### src/rtl/fifo_ext.sv
// fifo_ext: synchronous single-clock FIFO with occupancy count, almost-full /
// almost-empty thresholds, registered read data and a synchronous flush.
// Optional sticky overflow/underflow flags are built only when the macro
// FIFO_EXT_ERR_FLAGS_EN is defined; otherwise those ports are tied to 0.
module fifo_ext #(
  parameter int WordLength     = 8,
  parameter int AddrBits       = 4,
  parameter int AlmostFullThr  = 2**AddrBits - 2,
  parameter int AlmostEmptyThr = 2
) (
  input  logic                  clk_i,
  input  logic                  rst_i,
  input  logic                  clr_i,
  input  logic                  wr_i,
  input  logic                  rd_i,
  input  logic [WordLength-1:0] w_data_i,
  output logic [WordLength-1:0] r_data_o,
  output logic [AddrBits:0]     count_o,
  output logic                  empty_o,
  output logic                  full_o,
  output logic                  almost_empty_o,
  output logic                  almost_full_o,
  output logic                  overflow_o,
  output logic                  underflow_o
);

  localparam int Depth = 2**AddrBits;

  // Thresholds and the full level, sized to the count register.
  localparam logic [AddrBits:0] DepthC = {1'b1, {AddrBits{1'b0}}};
  localparam logic [AddrBits:0] AfThrC = AlmostFullThr[AddrBits:0];
  localparam logic [AddrBits:0] AeThrC = AlmostEmptyThr[AddrBits:0];

  logic [WordLength-1:0] mem_q [Depth];

  logic [AddrBits-1:0]   wr_ptr_q, wr_ptr_d;
  logic [AddrBits-1:0]   rd_ptr_q, rd_ptr_d;
  logic [AddrBits:0]     count_q,  count_d;
  logic [WordLength-1:0] r_data_q, r_data_d;

  logic                  rd_acc;
  logic                  wr_acc;

  // Status flags come straight from the registered count.
  assign empty_o        = (count_q == {(AddrBits+1){1'b0}});
  assign full_o         = (count_q == DepthC);
  assign almost_full_o  = (count_q >= AfThrC);
  assign almost_empty_o = (count_q <= AeThrC);
  assign count_o        = count_q;
  assign r_data_o       = r_data_q;

  // A read needs data; a write needs room, or a same-cycle read that frees a slot.
  assign rd_acc = rd_i & ~empty_o;
  assign wr_acc = wr_i & (~full_o | rd_acc);

  // Next-state for pointers, occupancy and read data; flush overrides traffic.
  always_comb begin
    wr_ptr_d = wr_ptr_q;
    rd_ptr_d = rd_ptr_q;
    count_d  = count_q;
    r_data_d = r_data_q;
    if (clr_i) begin
      wr_ptr_d = {AddrBits{1'b0}};
      rd_ptr_d = {AddrBits{1'b0}};
      count_d  = {(AddrBits+1){1'b0}};
    end else begin
      if (wr_acc) begin
        wr_ptr_d = wr_ptr_q + AddrBits'(1);
      end else begin
        wr_ptr_d = wr_ptr_q;
      end
      if (rd_acc) begin
        rd_ptr_d = rd_ptr_q + AddrBits'(1);
        r_data_d = mem_q[rd_ptr_q];
      end else begin
        rd_ptr_d = rd_ptr_q;
        r_data_d = r_data_q;
      end
      case ({wr_acc, rd_acc})
        2'b10:   count_d = count_q + (AddrBits+1)'(1);
        2'b01:   count_d = count_q - (AddrBits+1)'(1);
        default: count_d = count_q;
      endcase
    end
  end

  // Pointer, count and read-data registers with asynchronous reset.
  always_ff @(posedge clk_i or posedge rst_i) begin
    if (rst_i) begin
      wr_ptr_q <= {AddrBits{1'b0}};
      rd_ptr_q <= {AddrBits{1'b0}};
      count_q  <= {(AddrBits+1){1'b0}};
      r_data_q <= {WordLength{1'b0}};
    end else begin
      wr_ptr_q <= wr_ptr_d;
      rd_ptr_q <= rd_ptr_d;
      count_q  <= count_d;
      r_data_q <= r_data_d;
    end
  end

  // Storage array: written only on an accepted write outside a flush, never reset.
  always_ff @(posedge clk_i) begin
    if (wr_acc && !clr_i) begin
      mem_q[wr_ptr_q] <= w_data_i;
    end
  end

`ifdef FIFO_EXT_ERR_FLAGS_EN
  logic ovf_q, ovf_d;
  logic udf_q, udf_d;

  // Sticky error flags: a rejected write, or a read of an empty FIFO with no write.
  always_comb begin
    ovf_d = ovf_q;
    udf_d = udf_q;
    if (clr_i) begin
      ovf_d = 1'b0;
      udf_d = 1'b0;
    end else begin
      ovf_d = ovf_q | (wr_i & ~wr_acc);
      udf_d = udf_q | (rd_i & empty_o & ~wr_i);
    end
  end

  // Error flag registers.
  always_ff @(posedge clk_i or posedge rst_i) begin
    if (rst_i) begin
      ovf_q <= 1'b0;
      udf_q <= 1'b0;
    end else begin
      ovf_q <= ovf_d;
      udf_q <= udf_d;
    end
  end

  assign overflow_o  = ovf_q;
  assign underflow_o = udf_q;
`else
  assign overflow_o  = 1'b0;
  assign underflow_o = 1'b0;
`endif

endmodule

### config.mk
export PLATFORM = sky130hd
export DESIGN_NAME = fifo_ext
export DESIGN_NICKNAME = d
export VERILOG_FILES = /design/src/rtl/fifo_ext.sv
export SDC_FILE = /design/constraint.sdc
export NUM_CORES = 1
export LEC_CHECK = 0
export BUFFER_PORTS_ARGS = -buffer_cell sky130_fd_sc_hd__buf_4
export CAP_MARGIN = 20
export CORE_ASPECT_RATIO = 1.75
export CORE_MARGIN = 3
export CORE_UTILIZATION = 61
export DETAILED_ROUTE_END_ITERATION = 8
export PLACE_DENSITY_LB_ADDON = 0.3
export SLEW_MARGIN = 10
export SYNTH_ARGS = -nofsm -noshare
export SYNTH_HDL_FRONTEND = slang
export SYNTH_SLANG_ARGS = --single-unit
### constraint.sdc
create_clock -name clk_i -period 7.4 [get_ports clk_i]
set_clock_uncertainty 0.2 [all_clocks]
set_input_delay 1.48 -clock clk_i [delete_from_list [all_inputs] [get_ports clk_i]]
set_output_delay 1.48 -clock clk_i [all_outputs]
set_load 0.02 [all_outputs]
==> results.py, run 1 <==
metrics = {
    "yosys": {
        "synth_edf_count": 128,
        "synth-xor-area-share": 0.00842,
        "synth_warnings": 0,
        "seq_area_frac_synth": 0.700,
        "synth-adder-area-share": 0.0192,
        "syn_inst": 344,
        "syn_area_per_cell_sq_um": 18.1,
        "synth_most_common_cell": "edfxtp_1",
        "synth_common_cells": "edfxtp_1, mux4_2, nor2_1",
        "ys.flop_type": "edfxtp_1",
        "async_flop_share": 0.141,
        "synth.area.mux_share": 0.155,
        "yosysUniqueCellTypes": 43,
        "ys_ff_latch": 149,
        "yosys-top-cells-area": "edfxtp_1, mux4_2, dfrtp_1",
        "yosysTopAreaCell": "edfxtp_1",
        "synth_compound_area_frac": 0.0449,
        "synth.top_cell.area_share": 0.616,
        "synth-simple-area-share": 0.0465,
        "syn_area_sq_um": 6240,
        "synth_top_family_by_area": "multiplexers",
    },
    "setup_path": {
        "path_cells": "or4_4 -> nor2_1 -> buf_4",
        "crit_buf_inv": 1,
        "r2r_slack_ps": 4290,
        "r2r_start": "count_o[3]",
        "reg2reg_to": "count_o[4]",
        "crit_fanout": 11,
        "crit_family": "simple AND/OR/NAND/NOR gates",
        "ff2ff_path_depth": 9,
        "criticalPathCategory": "reg2out",
        "critPathSlowestCell": "or4_4",
        "worst-endpoint-arrival_ps": 1900,
        "required_ps": 5720,
        "slowest_delay_ps": 670,
        "cp-start-kind": "flip-flop",
        "end_kind": "output port",
    },
    "sta": {
        "maxSlewHeadroom": 0.253,
        "setup-violations-final": 0,
        "fmax_mhz": 279,
        "finalHoldViolCount": 0,
        "worst_slack_ps": 3820,
        "finalCritPeriodShare": 0.484,
        "rsz0062_at_grt": "false",
        "hold_ws_ps": 308,
        "tightest_slew_ps": 1120,
        "maxSlewViolCount": 0,
        "final.setup.tns_ps": 0,
        "fin_crit_ps": 3580,
    },
    "placed_design": {
        "port_buffers": 29,
        "pre_cts_slack_ps": 3910,
        "place_hpwl_um": 8690,
        "routabilityCongestion": 0.748,
        "placed_cell_area_sq_um": 6520,
    },
    "drt": {
        "first_pass_iters": 5,
        "post-route-drc-count": 0,
        "wirelength_um": 13100,
        "wl_per_cell_um": 25.6,
        "final_antenna_net_count": 0,
        "drt_iter0_markers": 267,
        "drt-vias-per-instance": 6.35,
        "vias": 3245,
    },
    "pwr": {
        "power_density_nw_per_um2": 312,
        "pwr-share-seq": 0.463,
        "clkPwrFrac": 0.360,
        "p_int_uw": 1610,
        "ir_drop_uv": 237,
        "p_sw_frac": 0.270,
        "leakage_uw": 0.00241,
        "pwr-share-comb": 0.177,
        "switchingPower_uw": 595,
        "p_total_uw": 2210,
    },
    "layout": {
        "layout-drive-gt1-share": 0.264,
        "fin_area_sq_um": 7070,
        "area_growth_pct": 13.2,
        "antennaDiodeCount": 0,
        "final_nets": 395,
    },
    "global_route": {
        "grt_max_degree": 35,
        "grt_pass1_wl_um": 20400,
        "track_usage": 0.257,
        "grt_pass1_vias": 3543,
        "antenna_found_initial": 0,
        "grt_overflow": 0,
    },
    "floorplan": {
        "core_area_sq_um": 9910,
        "die-area_sq_um": 11500,
        "io_pins": 32,
        "rows": 48,
        "start_util": 0.630,
        "die_w_um": 82.5,
        "die_y_um": 140,
    },
    "hold_path": {
        "whs_path_depth": 2,
        "worstHoldStart": "r_data_o[6]",
        "hp-class": "reg2reg",
        "hold_end": "r_data_o[6]",
    },
    "clock_tree": {
        "cts_made_buffers": 17,
        "clockBufferDepth": 2,
        "holdBufCountCts": 0,
        "numClockSinks": 149,
        "insertion_delay_ps": 410,
        "cts_resized": 0,
        "post_cts.repair.setup_buffers": 0,
        "h-tree-depth": 4,
        "root_buffer": "clkbuf_16",
        "path_clk_slew_ps": 60,
        "cts_tree": "done",
    },
    "status": {
        "outcome": "finished clean",
    },
    "run": {
        "max_cap_viol_count": 0,
    },
}
how the worst max path moves through the flow:
| stage | from | endpoint | slack, ps | cells after the start |
|---|---|---|---|---|
| 3_5_place_dp | rd_i | count_o[4] | 3910 | 9 |
| 6_report | count_o[1] | full_o | 3820 | 3 |
| 5_1_grt | count_o[1] | full_o | 3730 | 3 |
| 3_3_place_gp | clr_i | mem_q[3][6] | 3960 | 3 |
| 4_1_cts | count_o[1] | full_o | 3790 | 3 |
| 2_1_floorplan | count_o[1] | full_o | 4150 | 4 |
per-layer routing:
metal  vias up  wire [um]  track usage  part of all wire
li1       1409          -            -                 -
met1      1644       4300        0.277              0.33
met2       146       7520        0.437              0.57
met3        46        695       0.0712             0.053
met4         0        593        0.147             0.045
met5         -          0            0                 0
placed cells by master, fill, tap and decap left out, types with 6 or more instances in the layout:
| cell type | count |
|---|---|
| buf_4 | 31 |
| clkbuf_16 | 17 |
| dfrtp_1 | 20 |
| edfxtp_1 | 128 |
| ha_1 | 8 |
| inv_1 | 11 |
| mux2i_1 | 20 |
| mux4_2 | 32 |
| nand2_1 | 13 |
| nand3_1 | 6 |
| nor2_1 | 28 |
| o221ai_1 | 8 |
cell type report:
| type | instances | area, sq um |
|---|---|---|
| repair buffers | 31 | 233 |
| clock buffers | 19 | 433 |
| multi-input cells | 163 | 1720 |
| flip-flops and latches | 149 | 4370 |
| well taps | 125 | 156 |
| clock inverters | 13 | 115 |
| inverters | 11 | 41.3 |
| fillers | 625 | 2840 |
metrics by stage:
stage          instances  utilization
4_1_cts              511        0.713
2_1_floorplan        345            -
3_3_place_gp         479        0.658
3_5_place_dp         479        0.658
5_1_grt              511        0.713
6_report             511        0.713
cells by family after synthesis:
| group | count (synthesis) |
|---|---|
| DFF | 149 |
| and+or+nand+nor | 63 |
| muxes | 55 |
| buffers and inverters | 33 |
| AOI/OAI and AO/OA | 28 |
| adders and majority gates | 9 |
| xor gates and xnor gates | 6 |
| other | 1 |
sequential cells by signal, indices dropped and copies added (netlist names):
| register | count |
|---|---|
| mem_q | 128 |
| r_data_o | 8 |
| count_o | 5 |
| rd_ptr_q | 4 |
| wr_ptr_q | 4 |
worst reg2reg max path: stages (launching register included):
cell and delay (ps):
dfrtp_1 460, or3_1 540, o31ai_4 340, nand2b_1 230, inv_1 100, ha_1 320, nor2b_1 310, o21a_1 200
o2111ai_1 140, a21oi_1 180
power by group through the flow:
stage	registers [uW]	clock network (uW)	logic (uW)
after floorplan	1040	0	254
after global placement	1030	0	374
after detailed placement	1040	0	385
after CTS	1020	808	390
after global routing	1030	843	426
final	1020	795	391
Note: power is estimated with default switching activity, not from simulation.
==> inputs of run 2 (changes only) <==
--- a/config.mk
+++ b/config.mk
@@ -9,7 +9,7 @@
 export CAP_MARGIN = 20
 export CORE_ASPECT_RATIO = 1.75
 export CORE_MARGIN = 3
-export CORE_UTILIZATION = 61
+export CORE_UTILIZATION = 55
 export DETAILED_ROUTE_END_ITERATION = 8
 export PLACE_DENSITY_LB_ADDON = 0.3
 export SLEW_MARGIN = 10
==> constraint.sdc (replaced) <==
create_clock -name clk_i -period 3.2 [get_ports clk_i]
set_clock_uncertainty 0.2 [all_clocks]
set_input_delay 0.64 -clock clk_i [delete_from_list [all_inputs] [get_ports clk_i]]
set_output_delay 0.64 -clock clk_i [all_outputs]
set_load 0.02 [all_outputs]
==> run 2 against run 1 <==
  * Combinational power rose by 130%
  * First-iteration DRC count rose by 5.6%
  * Global-route usage fell by 4.3 points
==> results.py, run 2 (same netlist as run 1, synthesis figures left out) <==
metrics = {
    "global_route": {
        "grt_pass1_vias": 3441,
        "antenna_found_initial": 0,
        "track_usage": 0.214,
        "grt_pass1_wl_um": 19600,
        "grt_overflow": 0,
        "grt_max_degree": 22,
    },
    "sta": {
        "final.setup.tns_ps": 0,
        "rsz0062_at_grt": "false",
        "maxSlewViolCount": 0,
        "finalHoldViolCount": 0,
        "finalCritPeriodShare": 0.922,
        "tightest_slew_ps": 856,
        "maxSlewHeadroom": 0.427,
        "fmax_mhz": 339,
        "fin_crit_ps": 2950,
        "worst_slack_ps": 250,
        "setup-violations-final": 0,
    },
    "clock_tree": {
        "clockBufferDepth": 2,
        "insertion_delay_ps": 410,
        "path_clk_slew_ps": 60,
        "holdBufCountCts": 0,
        "cts_made_buffers": 17,
        "cts_tree": "done",
        "root_buffer": "clkbuf_16",
        "h-tree-depth": 4,
        "cts_resized": 0,
        "numClockSinks": 149,
        "post_cts.repair.setup_buffers": 0,
    },
    "drt": {
        "final_antenna_net_count": 0,
        "drt_iter0_markers": 282,
        "post-route-drc-count": 0,
        "first_pass_iters": 4,
        "wl_per_cell_um": 23.6,
        "vias": 3189,
        "wirelength_um": 12600,
        "drt-vias-per-instance": 5.98,
    },
    "pwr": {
        "ir_drop_uv": 520,
        "p_total_uw": 5350,
        "leakage_uw": 0.00255,
        "power_density_nw_per_um2": 732,
    },
    "floorplan": {
        "core_area_sq_um": 10900,
        "io_pins": 32,
        "rows": 50,
        "die-area_sq_um": 12700,
        "die_w_um": 86.5,
        "die_y_um": 147,
        "start_util": 0.574,
    },
    "layout": {
        "largest-register": "mem_q",
        "final_common_cell": "edfxtp_1",
        "antennaDiodeCount": 0,
        "largest_reg_flops": 128,
        "nFillCells": 717,
        "layout_common_cells": "edfxtp_1, buf_4, mux4_2",
        "stdcell_count": 533,
        "area_growth_pct": 17.1,
        "final_nets": 413,
        "fin_util": 0.671,
        "layout-drive-gt1-share": 0.308,
    },
    "placed_design": {
        "pre_cts_slack_ps": 265,
        "port_buffers": 29,
        "routabilityCongestion": 0.908,
        "place_hpwl_um": 8350,
        "placedCellCount": 502,
    },
    "setup_path": {
        "required_ps": 3280,
        "critPathSlowestCell": "or3_1",
        "crit_buf_inv": 1,
        "crit_family": "simple AND/OR/NAND/NOR gates",
        "cp-start-kind": "flip-flop",
        "slowest_delay_ps": 500,
        "crit_fanout": 7,
        "worst-endpoint-arrival_ps": 3030,
        "criticalPathCategory": "reg2reg",
        "end_kind": "flip-flop",
        "path_cells": "or3_1 -> o31ai_4 -> nand2b_1 -> inv_1 -> ha_1 -> or2_2 -> o21a_1 -> o2111ai_1 -> a21oi_1",
    },
    "hold_path": {
        "hp-class": "in2async",
    },
    "status": {
        "outcome": "finished clean",
    },
    "run": {
        "max_cap_viol_count": 0,
    },
}
run 2: cell types whose count changed in the layout (fill, tap and decap cells not counted), sizes merged:
cell / delta
bufinv: +3
buf: +18
clkinv: -5
clkinvlp: +1
run 2: final timing paths:
check,startpoint,endpoint,slack (ps),depth (start not counted)
min reg2reg,r_data_o[3],r_data_o[3],300,2
min,rst_i,r_data_o[3],190,2
min in group clk_i,r_data_o[3],r_data_o[3],300,2
max reg2reg,count_o[4],count_o[4],250,9
max,count_o[4],count_o[4],250,9
max in group asynchronous,rst_i,rd_ptr_q[2],2070,2
run 2: area by class of cell:
| type | instances | area, sq um | area share |
|---|---|---|---|
| Clock buffer | 19 | 433 | 0.0592 |
| Clock inverter | 12 | 205 | 0.0281 |
| Inverter | 11 | 41.3 | 0.00565 |
| Multi-Input combinational cell | 163 | 1720 | 0.235 |
| Sequential cell | 149 | 4370 | 0.598 |
| Tap cell | 130 | 163 | 0.0223 |
| Timing Repair Buffer | 49 | 380 | 0.0520 |
run 2: power by group:
part           internal (uW)  total (uW)  switching [uW]
logic                    400         898             499
clock network           1380        2120             735
registers               2210        2340             128
total                   3990        5350            1360
run 2: through the flow:
| step | hold WS (ps) | area, sq um |
|---|---|---|
| 2_1_floorplan | 350 | 6250 |
| 3_3_place_gp | 282 | 6670 |
| 3_5_place_dp | 283 | 6670 |
| 4_1_cts | 221 | 7310 |
| 5_1_grt | 258 | 7310 |
| 6_report | 185 | 7310 |
run 2: layer usage:
metal,vias to the layer above,GRT usage,share of wire
li1,1432,-,-
met1,1653,0.249,0.37
met2,83,0.381,0.57
met3,21,0.0393,0.039
met4,0,0.0881,0.022
met5,-,0,0
==> inputs of run 3 (changes only) <==
--- a/config.mk
+++ b/config.mk
@@ -5,6 +5,7 @@
 export SDC_FILE = /design/constraint.sdc
 export NUM_CORES = 1
 export LEC_CHECK = 0
+export ABC_AREA = 1
 export BUFFER_PORTS_ARGS = -buffer_cell sky130_fd_sc_hd__buf_4
 export CAP_MARGIN = 20
 export CORE_ASPECT_RATIO = 1.75
==> run 3 against run 2 <==
  * Area after synthesis up 9.6%
  * Setup slack better by 370 ps
  * Power grew 13%
  * Maximum frequency is 14% higher
  * Cell area is 5.6% higher
  * Die area increased by 9.0%
  * Critical path type unchanged
  * Critical endpoint is now r_data_o[4]
  * Largest power group unchanged
==> results.py, run 3 <==
metrics = {
    "yosys": {
        "seq_area_frac_synth": 0.639,
        "synth_edf_count": 128,
        "synth_common_cells": "nand2_1, edfxtp_1, nand3_1",
        "ys.flop_type": "edfxtp_1",
        "synth.top_cell.area_share": 0.562,
        "yosysTopAreaCell": "edfxtp_1",
        "yosysUniqueCellTypes": 29,
        "ys_ff_latch": 149,
        "syn_inst": 690,
        "syn_area_per_cell_sq_um": 9.91,
        "synth_most_common_cell": "nand2_1",
        "async_flop_share": 0.141,
        "synth_warnings": 0,
        "syn_area_sq_um": 6840,
        "yosys-top-cells-area": "edfxtp_1, nand2_1, nand3_1",
    },
    "pwr": {
        "ir_drop_uv": 813,
        "power_density_nw_per_um2": 781,
        "leakage_uw": 0.00343,
        "p_total_uw": 6030,
    },
    "clock_tree": {
        "holdBufCountCts": 0,
        "cts_tree": "done",
        "post_cts.repair.setup_buffers": 0,
        "path_clk_slew_ps": 60,
        "cts_resized": 0,
        "h-tree-depth": 4,
        "cts_made_buffers": 17,
        "insertion_delay_ps": 420,
        "numClockSinks": 149,
        "root_buffer": "clkbuf_16",
        "clockBufferDepth": 2,
    },
    "placed_design": {
        "place_hpwl_um": 11000,
        "placed_cell_area_sq_um": 7110,
        "pre_cts_slack_ps": 661,
        "routabilityCongestion": 0.886,
        "port_buffers": 29,
    },
    "floorplan": {
        "die_w_um": 90.3,
        "die_y_um": 154,
        "rows": 53,
        "core_area_sq_um": 12100,
        "io_pins": 32,
        "start_util": 0.567,
        "die-area_sq_um": 13900,
    },
    "sta": {
        "finalHoldViolCount": 0,
        "worst_slack_ps": 617,
        "maxSlewHeadroom": 0.417,
        "fmax_mhz": 387,
        "final.setup.tns_ps": 0,
        "setup-violations-final": 0,
        "finalCritPeriodShare": 0.807,
        "tightest_slew_ps": 874,
        "maxSlewViolCount": 0,
        "rsz0062_at_grt": "false",
        "fin_crit_ps": 2580,
    },
    "setup_path": {
        "end_kind": "flip-flop",
        "slowest_delay_ps": 780,
        "required_ps": 3310,
        "criticalPathCategory": "reg2reg",
        "crit_fanout": 33,
        "ff2ff_path_depth": 7,
        "path_cells": "clkinv_2 -> nand3_1 -> nand3_1 -> nand3_1 -> nand2_1 -> nand2_1 -> nand2_1",
        "critPathSlowestCell": "dfrtp_1",
        "cp-start-kind": "flip-flop",
        "worst-endpoint-arrival_ps": 2690,
    },
    "layout": {
        "multiInputGateArea_sq_um": 1850,
        "layout-drive-gt1-share": 0.117,
        "antennaDiodeCount": 0,
        "area_growth_pct": 12.8,
        "fin_util": 0.640,
        "final_common_cell": "nand2_1",
        "nFillCells": 941,
        "layout_common_cells": "nand2_1, edfxtp_1, nand3_1",
        "largest-register": "mem_q",
        "final_nets": 736,
        "fin_area_sq_um": 7720,
        "regArea_sq_um": 4370,
        "largest_reg_flops": 128,
    },
    "hold_path": {
        "hp-class": "in2async",
    },
    "drt": {
        "wirelength_um": 16700,
        "post-route-drc-count": 0,
        "drt-vias-per-instance": 5.46,
        "wl_per_cell_um": 18.7,
        "drt_iter0_markers": 481,
        "first_pass_iters": 5,
        "vias": 4868,
        "final_antenna_net_count": 0,
    },
    "global_route": {
        "track_usage": 0.251,
        "grt_pass1_wl_um": 25900,
        "grt_max_degree": 67,
        "grt_overflow": 0,
        "grt_pass1_vias": 4895,
        "antenna_found_initial": 0,
    },
    "run": {
        "max_cap_viol_count": 0,
    },
    "status": {
        "outcome": "finished clean",
    },
}
[run 3: cell types whose count changed after synthesis, sizes merged, moves of 4 or more]
cell,change
mux2i,-20
buf,+12
xor2,-5
inv,+103
o21ai,+5
clkbuf,-6
nand3,+110
mux4,-32
o311ai,-4
nand2,+215
o221ai,-8
[run 3: final timing paths]
kind,slack (ps),start,to
min in group clk_i,290,r_data_o[2],r_data_o[2]
min,200,rst_i,count_o[2]
max,620,rd_ptr_q[1],r_data_o[4]
min reg2reg,290,r_data_o[2],r_data_o[2]
max reg2reg,620,rd_ptr_q[1],r_data_o[4]
max in group asynchronous,1990,rst_i,rd_ptr_q[0]
[run 3: cells by family after synthesis]
family,after synthesis,synth area share
simple gates,374,0.240
flops,149,0.639
buf+inv,143,0.0911
compound gates,12,0.00933
fa+ha+maj,9,0.0176
xor+xnor,2,0.00256
other cells,1,0.000548
[run 3: through the flow]
stage,cells,hold slack [ps]
after detailed placement,860,267
after floorplan,691,383
after global routing,892,256
after CTS,892,228
after global placement,860,267
final,892,203
[run 3: critical path, delay by kind of cell, from the launching register on]
family                 cells  cell delay [ps]
DFF                        1              780
buffers and inverters      1              640
and+or+nand+nor            6              840
[run 3: layout make-up]
class	instances	share of cell area
Timing Repair Buffer	32	0.0327
Clock buffer	18	0.0556
Clock inverter	14	0.0227
Multi-Input combinational cell	399	0.240
Inverter	115	0.0561
Sequential cell	149	0.566
Tap cell	165	0.0267
[run 3: routing by layer]
metal	share of wire	track usage	vias to the layer above
met3	0.062	0.0450	74
li1	-	-	2265
met1	0.33	0.255	2278
met2	0.54	0.465	251
met5	0	0	-
met4	0.063	0.159	0
[run 3: power by group]
| part | internal, uW | leakage, uW | switching, uW | total, uW |
|---|---|---|---|---|
| logic | 540 | 0.00172 | 1140 | 1680 |
| clock network | 1230 | 0.000278 | 786 | 2020 |
| registers | 2210 | 0.00143 | 123 | 2330 |
| total | 3980 | 0.00343 | 2050 | 6030 |
